### src/rtl/edlo_pkg.sv
`default_nettype none
// +-----------------------------------------------------------------------------
// | Module      : edlo_pkg
// | Description : Opcodes, sequencer state encoding and program-word field helpers
// | Revision    : 1.0 - initial release
// +-----------------------------------------------------------------------------
package edlo_pkg;

   localparam int WORD_W = 8;

   localparam logic [3:0] OP_HALT = 4'hF;
   localparam logic [3:0] OP_JUMP = 4'hE;
   localparam logic [3:0] OP_LDLC = 4'hD;
   localparam logic [3:0] OP_LOOP = 4'hC;

   typedef enum logic [1:0] {
      ST_IDLE  = 2'd0,
      ST_FETCH = 2'd1,
      ST_ISSUE = 2'd2,
      ST_WAIT  = 2'd3
   } seq_state_t;

   function automatic logic [3:0] word_inst(input logic [WORD_W-1:0] w);
      return w[7:4];
   endfunction

   function automatic logic [3:0] word_addr(input logic [WORD_W-1:0] w);
      return w[3:0];
   endfunction

endpackage
`default_nettype wire

### src/rtl/seq_prog_mem.sv
`default_nettype none
// +-----------------------------------------------------------------------------
// | Module      : seq_prog_mem
// | Description : Program store, one write port and a registered read port
// | Revision    : 1.0 - initial release
// +-----------------------------------------------------------------------------
module seq_prog_mem #(
   parameter int DEPTH = 16,
   parameter int AW    = 4,
   parameter int DW    = 8
) (
   input  logic          clk,
   input  logic          i_we,
   input  logic [AW-1:0] i_waddr,
   input  logic [DW-1:0] i_wdata,
   input  logic [AW-1:0] i_raddr,
   output logic [DW-1:0] o_rdata
);

   logic [DW-1:0] r_mem [DEPTH];

   // Contents deliberately survive reset; only the write pointer is cleared.
   always_ff @(posedge clk) begin
      if (i_we) begin
         r_mem[i_waddr] <= i_wdata;
      end
      o_rdata <= r_mem[i_raddr];
   end

endmodule
`default_nettype wire

### src/rtl/edlo_sequencer.sv
`default_nettype none
// +-----------------------------------------------------------------------------
// | Module      : edlo_sequencer
// | Description : Loads and steps a short program, issuing datapath words over valid/ready
// | Revision    : 1.0 - initial release
// +-----------------------------------------------------------------------------
module edlo_sequencer
   import edlo_pkg::*;
#(
   parameter int ADDR_BITS  = 4,
   parameter int PROG_DEPTH = 16
) (
   input  logic                 clock,
   input  logic                 reset,
   input  logic                 load_valid,
   output logic                 load_ready,
   input  logic [WORD_W-1:0]    load_word,
   input  logic                 start,
   input  logic                 abort,
   output logic                 issue_valid,
   input  logic                 issue_ready,
   output logic [3:0]           inst,
   output logic [ADDR_BITS-1:0] addr,
   output logic [ADDR_BITS-1:0] pc,
   output logic                 running,
   output logic                 done,
   output logic                 error
);

   localparam int LEN_W = ADDR_BITS + 1;

   seq_state_t           r_state,    w_state_nxt;
   logic [ADDR_BITS-1:0] r_pc,       w_pc_nxt;
   logic [LEN_W-1:0]     r_prog_len, w_len_nxt;
   logic [ADDR_BITS-1:0] r_loop_cnt, w_cnt_nxt;
   logic [3:0]           r_inst,     w_inst_nxt;
   logic [ADDR_BITS-1:0] r_addr,     w_addr_nxt;
   logic                 r_done,     w_done_nxt;
   logic                 r_error,    w_error_nxt;

   logic                 w_we;
   logic [ADDR_BITS-1:0] w_rd_addr;
   logic [WORD_W-1:0]    w_rd_data;
   logic [3:0]           w_dec_inst;
   logic [ADDR_BITS-1:0] w_dec_addr;
   logic                 w_goto;
   logic [LEN_W-1:0]     w_target;
   logic [LEN_W-1:0]     w_pc_inc;

   seq_prog_mem #(
      .DEPTH (PROG_DEPTH),
      .AW    (ADDR_BITS),
      .DW    (WORD_W)
   ) u_prog_mem (
      .clk     (clock),
      .i_we    (w_we),
      .i_waddr (r_prog_len[ADDR_BITS-1:0]),
      .i_wdata (load_word),
      .i_raddr (w_rd_addr),
      .o_rdata (w_rd_data)
   );

   always_ff @(posedge clock or posedge reset) begin
      if (reset) begin
         r_state    <= ST_IDLE;
         r_pc       <= '0;
         r_prog_len <= '0;
         r_loop_cnt <= '0;
         r_inst     <= '0;
         r_addr     <= '0;
         r_done     <= 1'b0;
         r_error    <= 1'b0;
      end else begin
         r_state    <= w_state_nxt;
         r_pc       <= w_pc_nxt;
         r_prog_len <= w_len_nxt;
         r_loop_cnt <= w_cnt_nxt;
         r_inst     <= w_inst_nxt;
         r_addr     <= w_addr_nxt;
         r_done     <= w_done_nxt;
         r_error    <= w_error_nxt;
      end
   end

   always_comb begin
      w_state_nxt = r_state;
      w_pc_nxt    = r_pc;
      w_len_nxt   = r_prog_len;
      w_cnt_nxt   = r_loop_cnt;
      w_inst_nxt  = r_inst;
      w_addr_nxt  = r_addr;
      w_done_nxt  = 1'b0;
      w_error_nxt = r_error;
      w_we        = 1'b0;
      w_rd_addr   = r_pc;
      w_goto      = 1'b0;
      w_target    = '0;
      w_dec_inst  = word_inst(w_rd_data);
      w_dec_addr  = ADDR_BITS'(word_addr(w_rd_data));
      w_pc_inc    = LEN_W'(r_pc) + LEN_W'(1);

      if (abort) begin
         w_state_nxt = ST_IDLE;
      end else begin
         case (r_state)
            ST_IDLE: begin
               if (start) begin
                  if (r_prog_len == '0) begin
                     w_done_nxt  = 1'b1;
                     w_error_nxt = 1'b1;
                  end else begin
                     w_error_nxt = 1'b0;
                     w_goto      = 1'b1;
                     w_target    = '0;
                  end
               end else if (load_valid && load_ready) begin
                  w_we      = 1'b1;
                  w_len_nxt = r_prog_len + LEN_W'(1);
               end
            end
            ST_FETCH: begin
               case (w_dec_inst)
                  OP_HALT: begin
                     w_done_nxt  = 1'b1;
                     w_state_nxt = ST_IDLE;
                  end
                  OP_JUMP: begin
                     w_goto   = 1'b1;
                     w_target = LEN_W'(w_dec_addr);
                  end
                  OP_LDLC: begin
                     w_cnt_nxt = w_dec_addr;
                     w_goto    = 1'b1;
                     w_target  = w_pc_inc;
                  end
                  OP_LOOP: begin
                     w_goto   = 1'b1;
                     w_target = w_pc_inc;
                     if (r_loop_cnt != '0) begin
                        w_cnt_nxt = r_loop_cnt - ADDR_BITS'(1);
                        // Branch back only while the decremented count is still non-zero.
                        if (r_loop_cnt != ADDR_BITS'(1)) begin
                           w_target = LEN_W'(w_dec_addr);
                        end
                     end else begin
                        w_error_nxt = 1'b1;
                     end
                  end
                  default: begin
                     w_inst_nxt  = w_dec_inst;
                     w_addr_nxt  = w_dec_addr;
                     w_state_nxt = ST_ISSUE;
                  end
               endcase
            end
            ST_ISSUE: begin
               if (issue_ready) begin
                  w_goto   = 1'b1;
                  w_target = w_pc_inc;
               end
            end
            ST_WAIT: begin
               w_state_nxt = ST_IDLE;
            end
            default: begin
               w_state_nxt = ST_IDLE;
            end
         endcase

         // Any pc move past the loaded program ends the run without wrapping.
         if (w_goto) begin
            if (w_target >= r_prog_len) begin
               w_done_nxt  = 1'b1;
               w_state_nxt = ST_IDLE;
            end else begin
               w_pc_nxt    = w_target[ADDR_BITS-1:0];
               w_rd_addr   = w_target[ADDR_BITS-1:0];
               w_state_nxt = ST_FETCH;
            end
         end
      end
   end

   assign load_ready  = (r_state == ST_IDLE) && (r_prog_len < LEN_W'(PROG_DEPTH));
   assign issue_valid = (r_state == ST_ISSUE);
   assign running     = (r_state != ST_IDLE);
   assign inst        = r_inst;
   assign addr        = r_addr;
   assign pc          = r_pc;
   assign done        = r_done;
   assign error       = r_error;

endmodule
`default_nettype wire

### config.mk
export PLATFORM = sky130hd
export DESIGN_NAME = edlo_sequencer
export DESIGN_NICKNAME = d
export VERILOG_FILES = /design/src/rtl/edlo_pkg.sv /design/src/rtl/seq_prog_mem.sv /design/src/rtl/edlo_sequencer.sv
export SDC_FILE = /design/constraint.sdc
export NUM_CORES = 1
export LEC_CHECK = 0
export CAP_MARGIN = 20
export CORE_UTILIZATION = 60
export DETAILED_ROUTE_END_ITERATION = 16
export GPL_TIMING_DRIVEN = 0
export PLACE_DENSITY = 0.83
export SLEW_MARGIN = 5
export SYNTH_ARGS = -nofsm -noshare
export SYNTH_HDL_FRONTEND = slang
export SYNTH_SLANG_ARGS = --single-unit
### constraint.sdc
create_clock -name clock -period 5.1 [get_ports clock]
set_input_delay 1.275 -clock clock [delete_from_list [all_inputs] [get_ports clock]]
set_output_delay 1.275 -clock clock [all_outputs]
set_load 0.01 [all_outputs]
Word-level counts from Yosys, hierarchy flattened --
Memories as Yosys holds them, arrays and structs flattened. A register that Yosys moved wholly into a read port is not among the register bits. Index checks and enable logic that the tools add are counted.
Storage, ports and cells: flip-flop bits (word level) 25, memories kept 1, logic and storage cells 85, memory bits (writable) 128, output and inout bits 17
Memory list:
- u_prog_mem.r_mem | words 16, width 8, read ports 1, clocked after Yosys merged registers in 1, write ports 1, RTL line seq_prog_mem.sv:20 | logic [DW-1:0] r_mem [DEPTH];
Operators by class: reduce and logical (&&, ||, !) cells 16, $add $sub $neg 3, multiplexer cells 39, eq/ne operators 13, $lt $le $gt $ge 2, bitwise logic cells 3
Operators by type and width (count):
- 1-bit 2-to-1 mux | 21
- 5-bit 2-to-1 mux | 4
- 4-bit equality test, second input constant | 4
- 4-bit 2-to-1 mux | 4
- 5-bit case mux with 3 select lines | 1
- 5-bit case mux with 2 select lines | 1
- 2-bit != test, second input constant | 4
- 2-bit case mux with 2 select lines | 2
- 4-bit case mux with 2 select lines | 1
- 4-bit AND reduction | 2
- 4-bit nonzero test | 2
- 2-bit nonzero test | 3
- 4-bit by 1-bit adder with 5-bit output, second input constant | 1
- 5-bit by 1-bit adder with 5-bit output, second input constant | 1
- 5-bit greater-or-equal comparator | 1
- 5-bit logical NOT | 1
- 5-bit less-than comparator, second input constant | 1
- 5-bit AND reduction | 1
- 2-bit equality test, second input constant | 2
- 2-bit 2-to-1 mux | 2
- 4-bit by 1-bit != test with 1-bit output, second input constant | 1
- 4-bit != test, second input constant | 1
- 1-bit case mux with 2 select lines | 2
- 4-bit OR reduction | 1
- other kinds (9) | 12

Longest topological paths before layout --
Gate-level depths: netlist of the first run.
depth in word-level cells 10, mapped depth 21, mapped depth without buffers 17

By module --
A second synthesis of the first run with hierarchy kept.
Unflattened totals: cells, all modules 389, area total of the unflattened synthesis 6701.4 µm²
By module, submodules not included:
- seq_prog_mem | times used 1, seq. area each 4003.8 µm², cells an instance 229, area each 5147.4 µm²
- edlo_sequencer | times used 1, seq. area each 625.6 µm², cells an instance 160, area each 1554.0 µm²

Worst setup path before layout of the first run --
Ideal clock, no wire load.
path kind input -> register, start point input issue_ready, end point register u_prog_mem.o_rdata[0], read port of u_prog_mem.r_mem, library setup time 0.134 ns, arrival time 4.542 ns, path slack 0.424 ns, data required time 4.966 ns, path buffers 2, cell stages on the path 15, cell sequence a32oi_1 > o21ai_0 > nand2_1 > inv_1 > ha_1 > a311o_1 > a31o_2 > a311o_2 > and2_4 > o21a_1 > buf_6 > buf_6 > mux2_4 > a22o_1 > or4_1
Between the ends: longest elaborated chain between the ends 7
Ends and longest elaborated chain:
- start: declaration | RTL line edlo_sequencer.sv:21 | input logic issue_ready,
- 5-bit 2-to-1 mux | RTL line edlo_sequencer.sv:157 | if (issue_ready) begin
- 5-bit case mux with 2 select lines | RTL line edlo_sequencer.sv:105 | case (r_state)
- 5-bit 2-to-1 mux | RTL line edlo_sequencer.sv:102 | if (abort) begin
- 5-bit greater-or-equal comparator | RTL line edlo_sequencer.sv:172 | if (w_target >= r_prog_len) begin
- 4-bit 2-to-1 mux
- 4-bit 2-to-1 mux *
- 4-bit 2-to-1 mux * | RTL line edlo_sequencer.sv:102
- end: declaration | RTL line seq_prog_mem.sv:17 | output logic [DW-1:0] o_rdata
Mark *: on every way between the ends. The rest lies on a longest branch, timed or not. The select of a mux whose other input is x is not followed. A chain may end at the register's enable or synchronous reset.

Final worst setup path of the first run --
start point register r_loop_cnt[0], end point register u_prog_mem.o_rdata[2], read port of u_prog_mem.r_mem
Between the ends: longest elaborated chain between the ends 10
Ends and longest elaborated chain:
- start: declaration | RTL line edlo_sequencer.sv:35 | logic [ADDR_BITS-1:0] r_loop_cnt, w_cnt_nxt;
- start signal: assignment | RTL line edlo_sequencer.sv:77 | r_loop_cnt <= w_cnt_nxt;
- 4-bit by 1-bit != test with 1-bit output | RTL line edlo_sequencer.sv:142 | if (r_loop_cnt != ADDR_BITS'(1)) begin
- 5-bit 2-to-1 mux | RTL line edlo_sequencer.sv:142
- 5-bit 2-to-1 mux * | RTL line edlo_sequencer.sv:139 | if (r_loop_cnt != '0) begin
- 5-bit case mux with 3 select lines * | RTL line edlo_sequencer.sv:122 | case (w_dec_inst)
- 5-bit case mux with 2 select lines * | RTL line edlo_sequencer.sv:105
- 5-bit 2-to-1 mux * | RTL line edlo_sequencer.sv:102
- 5-bit greater-or-equal comparator | RTL line edlo_sequencer.sv:172
- 4-bit 2-to-1 mux * (2 in a row)
- 4-bit 2-to-1 mux * | RTL line edlo_sequencer.sv:102
Marks and branches as above.

==> flow_summary.ini, run 1 <==
[run_status]
outcome = complete, no violations

[detailed_routing]
vias_per_cell = 6.260
drcViolationCount = 0
routed-via-count = 4363
drt.antenna.violating_nets = 0
drtIter0Drc = 408
wl_per_cell_um = 21.23
wirelength_um = 14800
drtPass1Iterations = 5

[power]
power_per_cell_area_mw_per_mm2 = 387.1
clockPowerShare_pct = 38.9
p_sw_w = 0.0007610
leakage_nw = 3.201
total_power_w = 0.003184
p_comb_share_pct = 13.2
netSwitchingFraction_pct = 23.90
seqPwrFrac_pct = 47.9
p_int_w = 0.002423
irDropWorstVdd_mv = 0.3109

[sta]
final_max_slew_viol_count = 0
hold_viol_final = 0
slew_headroom_pct = 41.67
tns_ns = 0
fin_crit_sh_pct = 96.82
timing.fmax_ghz = 0.2025
tightestPinTransition_ns = 0.8750
finClkSkew_ns = 0.01087
holdWs_ns = 0.5016
period_minus_slack_ns = 4.938
setup_viol = 0

[clocking]
clockBufferDepth = 2
cts_made_buffers = 17
h-tree-depth = 4
clk_pin_slew_ns = 0.06
ctsHoldBuffers = 0
clk_latency_ns = 0.43
cts_root_buf = clkbuf_16
cts_sinks = 161
cts_tree = done

[synth]
syn_nets = 508
synth_warnings = 0
synth_area_per_cell_um2 = 14.49
synth_edf_count = 128
ys_seq_elements = 161
yosysMostFrequentCell = edfxtp_1
synth_common_cells = edfxtp_1, nand2_1, nor2_1
ys_top_cells_by_area = edfxtp_1, dfrtp_1, mux2_2
async_reset_ff_share_pct = 15.53
synth_top_area_share_pct = 55.39
synthCells = 479
synth_flop_cell = edfxtp_1
yosysSeqAreaShare_pct = 66.71
synth_top_area_cell = edfxtp_1
ys_types = 56
syn-cell-area_mm2 = 0.006939

[setup_path]
arrival_ns = 5.23
max_stage_delay_ns = 0.56
worst-r2r-setup-slack_ns = 0.16
worstPathRequired_ns = 5.39
r2r_cells = 19
crit_slowest_cell = or4_1
endpoint_kind = register
path_class = register to register
critPathMaxFanout = 10
worst_setup_path_start_kind = register
crit_chain = inv_1 -> ha_1 -> or2_1 -> a21o_1 -> a32oi_2 -> o21ai_1 -> nand2_1 -> inv_2 -> ha_1 -> a311o_1 -> a31o_2 -> a311o_2 -> and2_4 -> o21a_1 -> buf_6 -> buf_6 -> mux2_4 -> a22o_1 -> or4_1

[place]
place_congestion = 0.9085
dp.cells = 654
port_buffers = 30
dp_hpwl_um = 9655

[floorplanning]
start_util_pct = 62.91
core_mm2 = 0.01103
die_w_um = 109.5
row_count = 38
dieArea_mm2 = 0.01200
die_h_um = 109.5
num_io_pins = 31

[grt]
gr-total-overflow = 0
grt_start_max_net_pins = 26
grt_pass1_wl_um = 22420
grtUsageTotal_pct = 26.53
grt_pass1_vias = 4339
antenna_found_initial = 0

[final_layout]
diodes = 0
fin_cells = 697
fin_nets = 573
drive_gt1_share_pct = 19.57
area_growth_pct = 18.52

[min_path]
min_path_cells = 2
hold_path_class = register to register

[run]
max_cap_violations = 0
-- stage by stage --
step,utilization [%],setup WS [ns],area [um2]
after floorplan,-,0.4238,6939
after global placement,67.22,-0.7735,7415
after detailed placement,67.63,-0.7534,7460
after CTS,73.33,0.007470,8089
after global routing,74.56,-0.005189,8224
final,74.56,0.1621,8224
-- registers in the layout, summed over array words and instances (netlist names) --
| name | count |
|---|---|
| addr | 4 |
| done | 1 |
| error | 1 |
| inst | 4 |
| pc | 4 |
| r_loop_cnt | 4 |
| r_prog_len | 5 |
| r_state | 2 |
| u_prog_mem.o_rdata | 8 |
| u_prog_mem.r_mem | 128 |
-- path summary, 6_finish.rpt --
path	start	end
max	r_loop_cnt[0]$_DFFE_PP0P_	u_prog_mem.o_rdata[2]$_DFF_P_
max reg2reg	r_loop_cnt[0]$_DFFE_PP0P_	u_prog_mem.o_rdata[2]$_DFF_P_
min reg2reg	u_prog_mem.o_rdata[0]$_DFF_P_	r_loop_cnt[0]$_DFFE_PP0P_
max in group asynchronous	reset	addr[2]$_DFFE_PP0P_
min in group asynchronous	reset	r_prog_len[1]$_DFFE_PP0P_
min	u_prog_mem.o_rdata[0]$_DFF_P_	r_loop_cnt[0]$_DFFE_PP0P_
-- cell usage in the layout (no fill, tap or decap), types with 9 or more instances in the layout --
cell type | Yosys | final
edfxtp_1 | 128 | 128
inv_1 | 16 | 15
dfrtp_1 | 25 | 25
buf_4 | 3 | 14
mux2i_1 | 32 | 32
nor2_1 | 33 | 33
ha_1 | 15 | 15
o22ai_1 | 18 | 18
mux2_2 | 32 | 32
a22o_1 | 17 | 17
nand2_1 | 34 | 34
clkdlybuf4s50_1 | 0 | 29
clkbuf_16 | 0 | 17
nor3_1 | 9 | 9
o21ai_0 | 16 | 14
-- layer usage --
| metal | track usage, % | part of all wire (%) | vias up |
|---|---|---|---|
| met5 | 0 | 0 | - |
| met3 | 6.758 | 5.9 | 44 |
| met2 | 45.01 | 50 | 192 |
| met4 | 13.05 | 3.4 | 0 |
| met1 | 31.56 | 41 | 2156 |
| li1 | - | - | 1971 |
-- cell families (layout without fill, tap and decap cells) --
logic type                 after synthesis  count (layout)  synth area share, %
AOI/OAI and AO/OA                       83              83                8.403
xor gates and xnor gates                 5               5               0.6311
adders and majority gates               15              15                2.705
buffers and inverters                   33             111                2.560
DFF                                    161             161                66.71
muxes                                   71              71                11.27
and+or+nand+nor                        111             111                7.718
-- area by class of cell --
cell class / instances / area, um2
flip-flops and latches: 161 / 4629
clock inverters: 11 / 130.1
multi-input cells: 285 / 2206
clock buffers: 21 / 450.4
well taps: 140 / 175.2
inverters: 16 / 60.06
plain buffers: 17 / 147.6
fillers: 689 / 2806
repair buffers: 46 / 425.4
-- timing repair --
item,CTS,global route
buffers inserted,0,8
resized for setup,10,12
endpoints found under the setup margin,8,8
pin swaps,1,2
-- worst max-delay path, delay by kind of cell (launching register included) --
| kind | cells | cell delay (ns) |
|---|---|---|
| AO/OA/AOI/OAI | 8 | 1.94 |
| adder cells (fa/ha/maj) | 2 | 0.52 |
| AND/OR/NAND/NOR | 4 | 1.14 |
| flip-flops | 1 | 0.41 |
| buffers and inverters | 4 | 0.47 |
| multiplexers | 1 | 0.30 |
-- power groups by stage --
stage               Combinational [W]  Sequential [W]  Clock, W
floorplan                    0.000215         0.00156         0
global placement             0.000381         0.00155         0
detailed placement           0.000397         0.00155         0
CTS                          0.000406         0.00152   0.00124
global route                 0.000457         0.00153   0.00130
finish                       0.000421         0.00153   0.00124
(Power assumes the default switching activity.)
==> run 2, diff against run 1 <==
- CORE_UTILIZATION: 60 -> 54
- PLACE_DENSITY: 0.83 -> 0.76
==> run 2 against run 1 <==
Fmax is 0.51% lower. Total power increased by 1.2%. Largest power group unchanged. Via count fell by 0.89%. Die area up 11%. First-iteration DRC count down 18%. Non-clock buffer count increased by 5.
==> flow_summary.ini, run 2 (synthesis gave the netlist of run 1 again) <==
[floorplanning]
num_io_pins = 31
die_h_um = 115.4
die_w_um = 115.4
dieArea_mm2 = 0.01331
row_count = 41
start_util_pct = 55.21
core_mm2 = 0.01257

[final_layout]
largest_reg_flops = 128
multiInputGateArea_mm2 = 0.002258
layout_common_cells = edfxtp_1, nand2_1, nor2_1
fin_area_mm2 = 0.008356
diodes = 0
largestRegisters = u_prog_mem.r_mem: 128 flops, u_prog_mem.o_rdata: 8 flops, r_prog_len: 5 flops
area_growth_pct = 20.41
fillers = 907
seq_area_mm2 = 0.004629
drive_gt1_share_pct = 23.13
final_common_cell = edfxtp_1
fin_nets = 578
top_register = u_prog_mem.r_mem

[detailed_routing]
routed-via-count = 4324
drt.antenna.violating_nets = 0
drcViolationCount = 0
wirelength_um = 14600
vias_per_cell = 5.891
drtIter0Drc = 333
wl_per_cell_um = 19.90
drtPass1Iterations = 5

[sta]
period_minus_slack_ns = 4.963
finClkSkew_ns = 0.005766
timing.fmax_ghz = 0.2015
tightestPinTransition_ns = 0.9526
hold_viol_final = 0
slew_headroom_pct = 36.49
setup_viol = 0
fin_crit_sh_pct = 97.31
final_max_slew_viol_count = 0
tns_ns = 0
holdWs_ns = 0.4903

[setup_path]
arrival_ns = 5.25
crit_chain = inv_2 -> ha_2 -> or2_4 -> a311oi_4 -> nand2_1 -> o21ai_1 -> nand2_1 -> ha_1 -> nand2b_1 -> a311o_1 -> a31o_2 -> a311o_2 -> and2_4 -> o21a_4 -> buf_6 -> buf_8 -> buf_8 -> mux2i_2 -> o22ai_1 -> or4_4
worst_setup_path_start_kind = register
worstPathRequired_ns = 5.39
max_stage_delay_ns = 0.56
crit_slowest_cell = or4_4
endpoint_kind = register
path_class = register to register
critPathMaxFanout = 10

[place]
port_buffers = 30
place_congestion = 0.8781
dp_hpwl_um = 9757
place_area_mm2 = 0.007485

[run_status]
outcome = complete, no violations

[grt]
grt_start_max_net_pins = 26
grt_pass1_wl_um = 21620
gr-total-overflow = 0
grt_pass1_vias = 4083
antenna_found_initial = 0
grtUsageTotal_pct = 22.87

[power]
leakage_nw = 3.225
power_per_cell_area_mw_per_mm2 = 385.5
irDropWorstVdd_mv = 0.2775
total_power_w = 0.003221

[clocking]
clockBufferDepth = 2
clk_pin_slew_ns = 0.06
clk_latency_ns = 0.42
cts_root_buf = clkbuf_16
ctsHoldBuffers = 0
cts_made_buffers = 17
cts_tree = done
h-tree-depth = 4
cts_sinks = 161

[run]
max_cap_violations = 0

[min_path]
hold_path_class = register to register
[run 2: where the power goes]
group / leakage [nW] / switching (W) / internal, W
combinational: 1.42 / 0.000218 / 0.000229
clock: 0.276 / 0.000524 / 0.000728
sequential: 1.53 / 0.0000454 / 0.00148
total: 3.23 / 0.000787 / 0.00243
[run 2: metrics by stage]
step,utilization [%],worst slack (ns),std cells
after global routing,66.48,-0.02679,734
after floorplan,-,0.4238,479
after detailed placement,59.55,-0.7232,685
after global placement,59.31,-0.6754,681
final,66.48,0.1370,734
after CTS,64.70,0.01531,718
[run 2: worst paths after layout]
path	from	endpoint	slack, ns	cells after the start
max	r_loop_cnt[0]$_DFFE_PP0P_	u_prog_mem.o_rdata[7]$_DFF_P_	0.14	20
min	inst[1]$_DFFE_PP0P_	inst[1]$_DFFE_PP0P_	0.49	2
max reg2reg	r_loop_cnt[0]$_DFFE_PP0P_	u_prog_mem.o_rdata[7]$_DFF_P_	0.14	20
min reg2reg	inst[1]$_DFFE_PP0P_	inst[1]$_DFFE_PP0P_	0.49	2
max in group asynchronous	reset	pc[1]$_DFF_PP0_	3.65	3
min in group asynchronous	reset	inst[3]$_DFFE_PP0P_	1.07	2
[run 2: final cells by class]
cell class | count | share of cell area (%)
timing repair buffer | 51 | 5.541
clock buffer | 18 | 5.136
sequential | 161 | 55.41
buffer | 17 | 1.737
clock inverter | 14 | 1.857
multi-input combinational | 285 | 27.03
tap | 172 | 2.576
inverter | 16 | 0.7188
[run 2: critical path, delay by kind of cell, from the launching register on]
kind / cells / cell delay [ns]
fa+ha+maj: 2 / 0.51
compound gates: 7 / 1.87
mux: 1 / 0.18
buf+inv: 4 / 0.51
flops: 1 / 0.42
simple gates: 6 / 1.32
[run 2: timing repair]
item | in CTS | in global routing
setup buffers | 1 | 11
gates cloned | 0 | 1
endpoints found under the setup margin | 8 | 8
gates resized for setup | 11 | 23
pin swaps | 1 | 7
[run 2: metal layers]
layer / share of wire [%] / wire length, um / global-route usage (%) / vias up
li1: - / - / - / 1991
met1: 41 / 6060 / 27.59 / 2162
met2: 51 / 7441 / 38.84 / 143
met3: 4.8 / 706 / 6.642 / 28
met4: 2.7 / 394 / 8.745 / 0
met5: 0 / 0 / 0 / -
==> run 3, diff against run 2 <==
- CTS_CLUSTER_DIAMETER: default -> 80
==> results of run 3 <==
Final layout, timing and power as in run 2 (identical DEF).
